`src/rtl/spi_mstr16_if.sv`:
```
// Bundle of the dump-machine handshake (wrt/cmd/rdy/rd_data) and the SPI pins.
// The master modport is the SPI master's view; the slave modport is the requester/pin side.
interface spi_mstr16_if;
    logic        wrt;
    logic [15:0] cmd;
    logic        rdy;
    logic [15:0] rd_data;
    logic        MISO;
    logic        SCLK;
    logic        MOSI;
    logic        SS_n;

    modport master (
        input  wrt,
        input  cmd,
        input  MISO,
        output rdy,
        output rd_data,
        output SCLK,
        output MOSI,
        output SS_n
    );

    modport slave (
        output wrt,
        output cmd,
        output MISO,
        input  rdy,
        input  rd_data,
        input  SCLK,
        input  MOSI,
        input  SS_n
    );
endinterface

```
`src/rtl/spi_mstr16.sv`:
```
// 16-bit mode-3 SPI master: SCLK idles high, MOSI changes on fall, MISO sampled on rise.
// One word out / one word in per wrt strobe; rdy high while idle or done.
module spi_mstr16 #(
    parameter int unsigned SCLK_DIV = 32
) (
    input  logic          clk,
    input  logic          rst_n,
    spi_mstr16_if.master  bus
);

    localparam int unsigned HALF   = SCLK_DIV / 2;
    localparam int unsigned DIV_W  = $clog2(SCLK_DIV);
    localparam int unsigned DATA_W = 16;
    localparam int unsigned BIT_W  = 5;

    typedef enum logic [1:0] {
        IDLE  = 2'd0,
        SHIFT = 2'd1,
        BACK  = 2'd2
    } state_t;

    state_t              r_state;
    logic [DIV_W-1:0]    r_div;
    logic [BIT_W-1:0]    r_bit_cnt;
    logic [DATA_W-1:0]   r_sr;
    logic                r_sample;
    logic                r_sclk;
    logic                r_ss_n;
    logic                r_rdy;
    logic [DATA_W-1:0]   r_rd_data;

    state_t              w_state_nxt;
    logic [DIV_W-1:0]    w_div_nxt;
    logic [BIT_W-1:0]    w_bit_cnt_nxt;
    logic [DATA_W-1:0]   w_sr_nxt;
    logic                w_sample_nxt;
    logic                w_sclk_nxt;
    logic                w_ss_n_nxt;
    logic                w_rdy_nxt;
    logic [DATA_W-1:0]   w_rd_data_nxt;

    logic                w_fall;
    logic                w_rise;
    logic [DIV_W-1:0]    w_div_inc;
    logic [DATA_W-1:0]   w_sr_shift;

    // Divider phase decode: fall at mid-period, rise at end of period (counter wraps there)
    assign w_fall     = (r_div == DIV_W'(HALF - 1));
    assign w_rise     = (r_div == DIV_W'(SCLK_DIV - 1));
    assign w_div_inc  = w_rise ? '0 : r_div + DIV_W'(1);
    assign w_sr_shift = {r_sr[DATA_W-2:0], r_sample};

    // Next-state and datapath control
    always_comb begin
        w_state_nxt   = r_state;
        w_div_nxt     = r_div;
        w_bit_cnt_nxt = r_bit_cnt;
        w_sr_nxt      = r_sr;
        w_sample_nxt  = r_sample;
        w_sclk_nxt    = r_sclk;
        w_ss_n_nxt    = r_ss_n;
        w_rdy_nxt     = r_rdy;
        w_rd_data_nxt = r_rd_data;

        unique case (r_state)
            IDLE: begin
                if (bus.wrt) begin
                    w_sr_nxt      = bus.cmd;
                    w_ss_n_nxt    = 1'b0;
                    w_rdy_nxt     = 1'b0;
                    w_div_nxt     = '0;
                    w_bit_cnt_nxt = '0;
                    w_state_nxt   = SHIFT;
                end
            end

            SHIFT: begin
                w_div_nxt = w_div_inc;
                if (w_fall) begin
                    w_sclk_nxt = 1'b0;
                    // MSB is already on MOSI before the first fall, so that fall does not shift
                    if (r_bit_cnt != '0) begin
                        w_sr_nxt = w_sr_shift;
                    end
                end
                if (w_rise) begin
                    w_sclk_nxt    = 1'b1;
                    w_sample_nxt  = bus.MISO;
                    w_bit_cnt_nxt = r_bit_cnt + BIT_W'(1);
                    if (r_bit_cnt == BIT_W'(DATA_W - 1)) begin
                        w_state_nxt = BACK;
                    end
                end
            end

            BACK: begin
                w_div_nxt = w_div_inc;
                // Half period after the last rise: absorb the last sample and release the slave
                if (w_fall) begin
                    w_sr_nxt      = w_sr_shift;
                    w_rd_data_nxt = w_sr_shift;
                    w_ss_n_nxt    = 1'b1;
                    w_rdy_nxt     = 1'b1;
                    w_state_nxt   = IDLE;
                end
            end

            default: begin
                w_state_nxt = IDLE;
                w_sclk_nxt  = 1'b1;
                w_ss_n_nxt  = 1'b1;
                w_rdy_nxt   = 1'b1;
            end
        endcase
    end

    // State and datapath registers
    always_ff @(posedge clk or negedge rst_n) begin
        if (!rst_n) begin
            r_state   <= IDLE;
            r_div     <= '0;
            r_bit_cnt <= '0;
            r_sr      <= '0;
            r_sample  <= 1'b0;
            r_sclk    <= 1'b1;
            r_ss_n    <= 1'b1;
            r_rdy     <= 1'b1;
            r_rd_data <= '0;
        end else begin
            r_state   <= w_state_nxt;
            r_div     <= w_div_nxt;
            r_bit_cnt <= w_bit_cnt_nxt;
            r_sr      <= w_sr_nxt;
            r_sample  <= w_sample_nxt;
            r_sclk    <= w_sclk_nxt;
            r_ss_n    <= w_ss_n_nxt;
            r_rdy     <= w_rdy_nxt;
            r_rd_data <= w_rd_data_nxt;
        end
    end

    assign bus.SCLK    = r_sclk;
    assign bus.SS_n    = r_ss_n;
    assign bus.rdy     = r_rdy;
    assign bus.rd_data = r_rd_data;
    assign bus.MOSI    = r_sr[DATA_W-1];

endmodule
```
`src/flat_wrapper.sv`:
```
// flat-port wrapper written by rule: the top's interface ports become plain ports
module spi_mstr16_flat 
#(
    parameter int unsigned SCLK_DIV = 32
)
  (clk, rst_n, bus_wrt, bus_cmd, bus_MISO, bus_rdy, bus_rd_data, bus_SCLK, bus_MOSI, bus_SS_n);
  spi_mstr16_if bus_i ();
  input  logic clk;
  input  logic rst_n;
  input wire logic [$bits(bus_i.wrt)-1:0] bus_wrt;
  input wire logic [$bits(bus_i.cmd)-1:0] bus_cmd;
  input wire logic [$bits(bus_i.MISO)-1:0] bus_MISO;
  output wire logic [$bits(bus_i.rdy)-1:0] bus_rdy;
  output wire logic [$bits(bus_i.rd_data)-1:0] bus_rd_data;
  output wire logic [$bits(bus_i.SCLK)-1:0] bus_SCLK;
  output wire logic [$bits(bus_i.MOSI)-1:0] bus_MOSI;
  output wire logic [$bits(bus_i.SS_n)-1:0] bus_SS_n;
  assign bus_i.wrt = bus_wrt;
  assign bus_i.cmd = bus_cmd;
  assign bus_i.MISO = bus_MISO;
  assign bus_rdy = bus_i.rdy;
  assign bus_rd_data = bus_i.rd_data;
  assign bus_SCLK = bus_i.SCLK;
  assign bus_MOSI = bus_i.MOSI;
  assign bus_SS_n = bus_i.SS_n;
  spi_mstr16 #(.SCLK_DIV(SCLK_DIV)) u_core (.clk(clk), .rst_n(rst_n), .bus(bus_i));
endmodule
```
`config.mk`:
```
export PLATFORM = sky130hd
export DESIGN_NAME = spi_mstr16_flat
export DESIGN_NICKNAME = d
export VERILOG_FILES = /design/src/rtl/spi_mstr16_if.sv /design/src/rtl/spi_mstr16.sv /design/src/flat_wrapper.sv
export SDC_FILE = /design/constraint.sdc
export NUM_CORES = 1
export LEC_CHECK = 0
export ABC_CLOCK_PERIOD_IN_PS = 3800
export BUFFER_PORTS_ARGS = -buffer_cell sky130_fd_sc_hd__buf_2
export CAP_MARGIN = 10
export CORE_MARGIN = 3
export CORE_UTILIZATION = 60
export DETAILED_ROUTE_END_ITERATION = 10
export GPL_ROUTABILITY_DRIVEN = 0
export PLACE_DENSITY = 0.84
export SYNTH_ARGS = -nofsm -noshare
export SYNTH_HDL_FRONTEND = slang
export SYNTH_SLANG_ARGS = --single-unit
```
`constraint.sdc`:
```
create_clock -name clk -period 3.8 [get_ports clk]
set_input_delay 0.95 -clock clk [delete_from_list [all_inputs] [get_ports clk]]
set_output_delay 0.95 -clock clk [all_outputs]
set_load 0.01 [all_outputs]
```
==> tab_implementation.tex, run 1 <==
\begin{tabular}{lr}
\hline
Metric & Value \\
\hline
\multicolumn{2}{l}{\textbf{STA}} \\
\quad Hold violation total from the final report & 0 \\
\quad Final slew viol count & 0 \\
\quad Relative slew slack & 0.344 \\
\quad Maximum frequency from static timing analysis & 419 MHz \\
\quad Number of endpoints failing setup at the final stage & 0 \\
\quad Final clock period utilization by the worst path & 0.628 \\
\quad Unrepaired setup endpoints after global routing & false \\
\quad Min cycle time layout & 2390 ps \\
\quad Final sum of negative setup slack & 0 ps \\
\quad Worst slew pin tran & 984 ps \\
\quad Layout Skew & 5.18 ps \\
\multicolumn{2}{l}{\textbf{Clock tree}} \\
\quad Clock latency at the later pin of the worst-skew pair & 290 ps \\
\quad Clock Sinks & 47 \\
\quad Post-CTS Hold Buffers & 0 \\
\quad Setup Buffers After CTS & 0 \\
\quad Buffer cell driving the clock tree root & clkbuf\_8 \\
\quad CTS-repair resized insts & 0 \\
\quad Clock tree buffer depth & 2 \\
\quad Number of buffers created by CTS & 5 \\
\quad CTS clock-pin slew for the worst setup and hold paths & 80 ps \\
\quad TritonCTS clock tree & yes \\
\quad Number of levels in the clock H-tree & 2 \\
\multicolumn{2}{l}{\textbf{Worst hold path}} \\
\quad Hold Path End & u\_core.bus.rd\_data[8] \\
\quad Class of the most critical hold timing path & reg2reg \\
\quad Count of cells along the worst hold path & 1 \\
\quad Critical hold path startpoint & u\_core.bus.rd\_data[8] \\
\multicolumn{2}{l}{\textbf{Drt}} \\
\quad First-pass iteration count of the detailed router & 4 \\
\quad Via count & 1521 \\
\quad Mean number of vias per cell & roughly 5.6 \\
\quad Detailed Route Iter0 Violations & 87 \\
\quad Detailed-route wire length & 3990 um \\
\quad Antenna-violating nets left & 0 \\
\quad Final routed DRC violation total & 0 \\
\quad Wirelength per Cell & 14.7 um \\
\multicolumn{2}{l}{\textbf{Yosys}} \\
\quad Post-synth top flop & dfrtp\_1 \\
\quad Syn avg cell area & 12.9 um\^{}2 \\
\quad Sequential area share after synthesis & 0.496 \\
\quad Synth unique cells & 32 \\
\quad Warnings from Yosys & 0 \\
\quad Syn Nets & 214 \\
\quad Synthesized instance count & 184 \\
\quad Proportion of synthesized flip-flops having asynchronous set or reset & 1.00 \\
\quad Count of flip-flops with a built-in enable after synthesis & 0 \\
\quad Post-synthesis instance area & 0.00238 mm\^{}2 \\
\quad Synth Register Bits & 47 \\
\multicolumn{2}{l}{\textbf{Floorplanning}} \\
\quad Die X & roughly 69 um \\
\quad Die height & 68.9 um \\
\quad Count of standard-cell rows & 22 \\
\quad Area enclosed by the die boundary & 0.00475 mm\^{}2 \\
\quad IO Pins & 40 \\
\quad Core Box Area & 0.00374 mm\^{}2 \\
\quad Effective utilization at floorplan & 0.635 \\
\multicolumn{2}{l}{\textbf{GRT}} \\
\quad Global-route wire length before repair & 6560 um \\
\quad Vias in the first global route & 1419 \\
\quad Sum of overflow across all layers after global routing & 0 \\
\quad Maximum number of pins on one net before global-route repair & 48 \\
\quad Initial antenna violation count & 0 \\
\quad Overall routing resource usage & 0.188 \\
\multicolumn{2}{l}{\textbf{Layout}} \\
\quad Final non-filler cell area & 0.00267 mm\^{}2 \\
\quad Ratio of cells with drive above 1 in the final layout & 0.462 \\
\quad Total inserted antenna cells & 0 \\
\quad Number of nets in the finished design & around 250 \\
\quad Fill cell total of the finished layout & around 300 \\
\quad Area added between synthesis and finish & 12.2\% \\
\multicolumn{2}{l}{\textbf{Critical path}} \\
\quad Critical setup path kind & reg2reg \\
\quad Reg2Reg Launch Point & u\_core.r\_state[1] \\
\quad Worst EP arrival & 2570 ps \\
\quad Launching element type of the critical path & flop \\
\quad R2r endpoint & u\_core.r\_sr[1] \\
\quad Setup slack on the worst flop-to-flop path & 1410 ps \\
\quad Max incr delay on CP & 770 ps \\
\quad Type of destination of the critical path & flop \\
\quad Cell chain of the critical path & inv\_1 -> ha\_1 -> nand2\_1 -> nor4\_4 -> nor3\_4 -> mux2\_2 \\
\quad Required time worst endpoint & 3980 ps \\
\quad Combined buffer and inverter count along the critical path & 1 \\
\quad CP max FO & 16 \\
\quad FF-to-FF path depth & 6 \\
\quad Slowest cell on the critical path & nor3\_4 \\
\quad Delay-heaviest family, CP & simple AND/OR/NAND/NOR gates \\
\multicolumn{2}{l}{\textbf{Power and ir drop}} \\
\quad Leakage power & about 0.0013 uW \\
\quad Worst IR Drop VDD & 361 uV \\
\quad Power per cell area & 614 mW/mm\^{}2 \\
\multicolumn{2}{l}{\textbf{Placed design}} \\
\quad HPWL Detailed & a little under 3000 um \\
\quad Placed instance area & 0.00257 mm\^{}2 \\
\quad Buffers added on ports & 39 \\
\multicolumn{2}{l}{\textbf{Status}} \\
\quad Run status & completed \\
\multicolumn{2}{l}{\textbf{Flow run}} \\
\quad Count of maximum capacitance violations & 0 \\
\hline
\end{tabular}
[metrics by stage]
stage	hold slack (ps)	power [uW]	instances	setup WS, ps	util
2_1_floorplan	473	1240	184	1610	-
3_3_place_gp	485	1320	263	1180	0.687
3_5_place_dp	492	1340	263	1140	0.687
4_1_cts	511	1650	271	1380	0.713
5_1_grt	523	1750	271	1250	0.713
6_report	506	1640	271	1410	0.713
[layout by cell type, fill, tap and decap left out, types with 2 or more instances in the layout]
cell | netlist | routed
dfrtp_1 | 45 | 45
nor2_1 | 6 | 6
nand3b_1 | 2 | 2
and3_1 | 2 | 2
nand2_1 | 12 | 12
dfstp_2 | 2 | 2
mux2_4 | 10 | 10
clkbuf_8 | 0 | 6
a22o_1 | 6 | 6
mux2_2 | 40 | 40
nand2b_4 | 2 | 2
nand2b_1 | 5 | 5
ha_1 | 10 | 10
nand3_1 | 4 | 4
buf_2 | 2 | 39
o21ai_0 | 10 | 10
inv_1 | 7 | 7
a21oi_1 | 2 | 2
[synth_stat cells, types with 2 or more instances]
cell type / n / area [um^2]
nand3_1: 4 / 20.0
buf_2: 2 / 10.0
nand3b_1: 2 / 15.0
nand2b_1: 5 / 31.3
ha_1: 10 / 125
inv_1: 7 / 26.3
nor2_1: 6 / 22.5
nand2_1: 12 / 45.0
o21ai_0: 10 / 50.1
dfrtp_1: 45 / 1130
a21oi_1: 2 / 10.0
dfstp_2: 2 / 52.6
nand2b_4: 2 / 27.5
a22o_1: 6 / 52.6
and3_1: 2 / 12.5
mux2_2: 40 / 450
clkbuf_1: 3 / 11.3
mux2_4: 10 / 150
[routing by layer]
layer / vias to the layer above / wire (um) / GRT usage
li1: 720 / - / -
met1: 759 / 1750 / 0.248
met2: 37 / 1990 / 0.313
met3: 5 / 201 / 0.0373
met4: 0 / 47 / 0.0584
met5: - / 0 / 0
[worst max-delay path by stage]
stage	startpoint	to	slack, ps	cells past startpoint
after CTS	u_core.r_state[1]	u_core.r_sr[1]	1380	6
after global placement	bus_wrt	u_core.r_sr[4]	1180	5
after global routing	u_core.r_state[1]	u_core.r_sr[0]	1250	6
after floorplan	bus_wrt	u_core.r_sr[10]	1610	6
after detailed placement	bus_wrt	u_core.r_sr[4]	1140	5
final	u_core.r_state[1]	u_core.r_sr[1]	1410	6
[sequential cells by signal (all words and copies together), names as in the netlist]
| register | flops |
|---|---|
| u_core.bus.rd_data | 16 |
| u_core.r_sr | 16 |
| u_core.r_bit_cnt | 5 |
| u_core.r_div | 5 |
| u_core.r_state | 2 |
| u_core.bus.SCLK | 1 |
| u_core.bus.SS_n | 1 |
| u_core.r_sample | 1 |
[power breakdown]
group	internal [uW]	total [uW]	switching, uW	leakage (uW)
Sequential	621	711	89.6	0.000606
Combinational	349	619	269	0.000694
Clock	149	308	159	0.0000484
Total	1120	1640	518	0.00135
[cells by family (layout without fill, tap and decap cells)]
| logic type | after synthesis | after routing | synth area share |
|---|---|---|---|
| mux | 50 | 50 | 0.253 |
| flops | 47 | 47 | 0.496 |
| simple gates | 40 | 40 | 0.103 |
| compound gates | 22 | 22 | 0.0600 |
| buf+inv | 15 | 54 | 0.0363 |
| fa+ha+maj | 10 | 10 | 0.0526 |
[final cells by class]
class	instances	area (um^2)	area share
well taps	48	60.1	0.0225
multi-input cells	122	1110	0.417
repair buffers	39	195	0.0732
clock inverters	1	8.76	0.00328
clock buffers	7	86.3	0.0324
inverters	7	26.3	0.00985
flip-flops and latches	47	1180	0.442
No activity file was read; power rests on OpenSTA's default activity.
==> run 2: changes to the inputs <==
--- a/config.mk
+++ b/config.mk
@@ -5,14 +5,14 @@
 export SDC_FILE = /design/constraint.sdc
 export NUM_CORES = 1
 export LEC_CHECK = 0
-export ABC_CLOCK_PERIOD_IN_PS = 3800
+export ABC_CLOCK_PERIOD_IN_PS = 2140
 export BUFFER_PORTS_ARGS = -buffer_cell sky130_fd_sc_hd__buf_2
 export CAP_MARGIN = 10
 export CORE_MARGIN = 3
-export CORE_UTILIZATION = 60
+export CORE_UTILIZATION = 50
 export DETAILED_ROUTE_END_ITERATION = 10
 export GPL_ROUTABILITY_DRIVEN = 0
-export PLACE_DENSITY = 0.84
+export PLACE_DENSITY = 0.75
 export SYNTH_ARGS = -nofsm -noshare
 export SYNTH_HDL_FRONTEND = slang
 export SYNTH_SLANG_ARGS = --single-unit
==> constraint.sdc (replaced) <==
create_clock -name clk -period 2.14 [get_ports clk]
set_input_delay 0.535 -clock clk [delete_from_list [all_inputs] [get_ports clk]]
set_output_delay 0.535 -clock clk [all_outputs]
set_load 0.01 [all_outputs]
==> tab_implementation.tex, run 2 (synthesis results as in run 1) <==
\begin{tabular}{lr}
\hline
Metric & Value \\
\hline
\multicolumn{2}{l}{\textbf{Drt}} \\
\quad Mean number of vias per cell & 5.36 \\
\quad Antenna-violating nets left & 0 \\
\quad Via count & 1554 \\
\quad First-pass iteration count of the detailed router & 4 \\
\quad Detailed Route Iter0 Violations & a little under 80 \\
\quad Detailed-route wire length & 4410 um \\
\quad Final routed DRC violation total & 0 \\
\quad Wirelength per Cell & 15.2 um \\
\multicolumn{2}{l}{\textbf{Layout}} \\
\quad Most frequent cells in the layout & dfrtp\_1 (45), mux2\_2 (40), buf\_2 (39) \\
\quad Non-filler instance count after layout & 290 \\
\quad Total inserted antenna cells & 0 \\
\quad Ratio of cells with drive above 1 in the final layout & 0.508 \\
\quad Number of nets in the finished design & approximately 270 \\
\quad Area added between synthesis and finish & 18.5\% \\
\quad Fill cell total of the finished layout & roughly 340 \\
\quad Most common cell after layout, fill and taps aside & dfrtp\_1 \\
\multicolumn{2}{l}{\textbf{Critical path}} \\
\quad Launching element type of the critical path & flop \\
\quad Required time worst endpoint & approximately 2400 ps \\
\quad Critical setup path kind & reg2reg \\
\quad Setup slack on the worst flop-to-flop path & 190 ps \\
\quad FF-to-FF path depth & 7 \\
\quad Type of destination of the critical path & flop \\
\quad Critical path startpoint & u\_core.r\_div[0] \\
\quad CP max FO & 13 \\
\quad Worst EP arrival & 2180 ps \\
\quad Reg2Reg Launch Point & u\_core.r\_div[0] \\
\multicolumn{2}{l}{\textbf{STA}} \\
\quad Worst slew pin tran & 604 ps \\
\quad Maximum frequency from static timing analysis & 513 MHz \\
\quad Layout Skew & 8.74 ps \\
\quad Final slew viol count & 0 \\
\quad Final sum of negative setup slack & 0 ps \\
\quad Hold violation total from the final report & 0 \\
\quad Number of endpoints failing setup at the final stage & 0 \\
\quad Unrepaired setup endpoints after global routing & false \\
\quad Min cycle time layout & 1950 ps \\
\quad Final clock period utilization by the worst path & 0.911 \\
\quad Final-layout worst hold slack & 212 ps \\
\quad Relative slew slack & 0.593 \\
\multicolumn{2}{l}{\textbf{Floorplanning}} \\
\quad Area enclosed by the die boundary & 0.00562 mm\^{}2 \\
\quad Effective utilization at floorplan & 0.531 \\
\quad Die X & 75.0 um \\
\quad Die height & 75.0 um \\
\quad IO Pins & 40 \\
\quad Count of standard-cell rows & 24 \\
\quad Core Box Area & around 0.0045 mm\^{}2 \\
\multicolumn{2}{l}{\textbf{GRT}} \\
\quad Sum of overflow across all layers after global routing & 0 \\
\quad Maximum number of pins on one net before global-route repair & 26 \\
\quad Vias in the first global route & 1601 \\
\quad Overall routing resource usage & 0.177 \\
\quad Initial antenna violation count & 0 \\
\quad Global-route wire length before repair & approximately 7500 um \\
\multicolumn{2}{l}{\textbf{Clock tree}} \\
\quad Number of buffers created by CTS & 5 \\
\quad CTS clock-pin slew for the worst setup and hold paths & 100 ps \\
\quad Clock latency at the later pin of the worst-skew pair & 310 ps \\
\quad Post-CTS Hold Buffers & 0 \\
\quad Number of levels in the clock H-tree & 2 \\
\quad TritonCTS clock tree & yes \\
\quad Clock Sinks & 47 \\
\quad Buffer cell driving the clock tree root & clkbuf\_8 \\
\quad Clock tree buffer depth & 2 \\
\multicolumn{2}{l}{\textbf{Placed design}} \\
\quad HPWL Detailed & 3190 um \\
\quad Buffers added on ports & 39 \\
\quad Total placed cells including tap cells & 281 \\
\multicolumn{2}{l}{\textbf{Power and ir drop}} \\
\quad Net Sw Power & between 900 and 1000 uW \\
\quad Power per cell area & 1070 mW/mm\^{}2 \\
\quad Clock power share & 0.184 \\
\quad Switching fraction of total power & 0.325 \\
\quad Leakage power & 0.00142 uW \\
\quad Part of the power in registers & 0.415 \\
\quad Gate power share & 0.401 \\
\quad Internal Power & 2040 uW \\
\quad Worst IR Drop VDD & 738 uV \\
\multicolumn{2}{l}{\textbf{Flow run}} \\
\quad Count of maximum capacitance violations & 0 \\
\multicolumn{2}{l}{\textbf{Worst hold path}} \\
\quad Class of the most critical hold timing path & in2async \\
\multicolumn{2}{l}{\textbf{Status}} \\
\quad Run status & completed \\
\hline
\end{tabular}
## run 2: worst max-delay path, stage by stage, from the launching register on
cell and delay [ps]:
dfrtp_1 410, ha_1 230, and3_1 210, buf_4 130, ha_2 250, nand2b_4 180
or3_1 320, o21ai_0 140
## run 2: metrics by stage
stage                     setup WS, ps  area, um^2  utilization  total power, uW
after floorplan                    197        2380            -             2200
after global placement           -69.1        2700        0.602             2410
after detailed placement          -112        2700        0.602             2450
after CTS                         95.6        2810        0.628             3050
after global routing              36.8        2820        0.630             3220
final                              191        2820        0.630             3030
## run 2: worst paths after layout
kind | endpoint
hold / removal | u_core.r_bit_cnt[2]
setup / recovery | u_core.r_div[2]
min in group clk | u_core.r_sample
max in group asynchronous | u_core.r_bit_cnt[3]
setup reg to reg | u_core.r_div[2]
hold reg to reg | u_core.bus.rd_data[14]
## run 2: metal layers
layer	share of wire	wire (um)	track usage
met5	0	0	0
met4	0.012	53	0.0553
met3	0.045	200	0.0494
met2	0.48	2120	0.272
met1	0.46	2030	0.244
## run 2: repair_timing
item                       in CTS  in global routing
gates resized for setup         1                  2
setup endpoints to repair      17                  1
setup buffers                   1                  0
pin swaps                       1                  0
## run 2: layout make-up
class	count	area, um^2	area share
flip-flops and latches	47	1180	0.418
clock inverters	3	23.8	0.00844
well taps	52	65.1	0.0231
clock buffers	5	68.8	0.0244
repair buffers	54	333	0.118
inverters	7	26.3	0.00933
multi-input cells	122	1120	0.398
## run 2: power groups by stage
| stage | logic, uW | registers, uW | clock network (uW) |
|---|---|---|---|
| finish | 1210 | 1250 | 558 |
| floorplan | 964 | 1230 | 0 |
| global route | 1310 | 1290 | 613 |
| detailed placement | 1170 | 1270 | 0 |
| CTS | 1220 | 1260 | 575 |
| global placement | 1150 | 1270 | 0 |
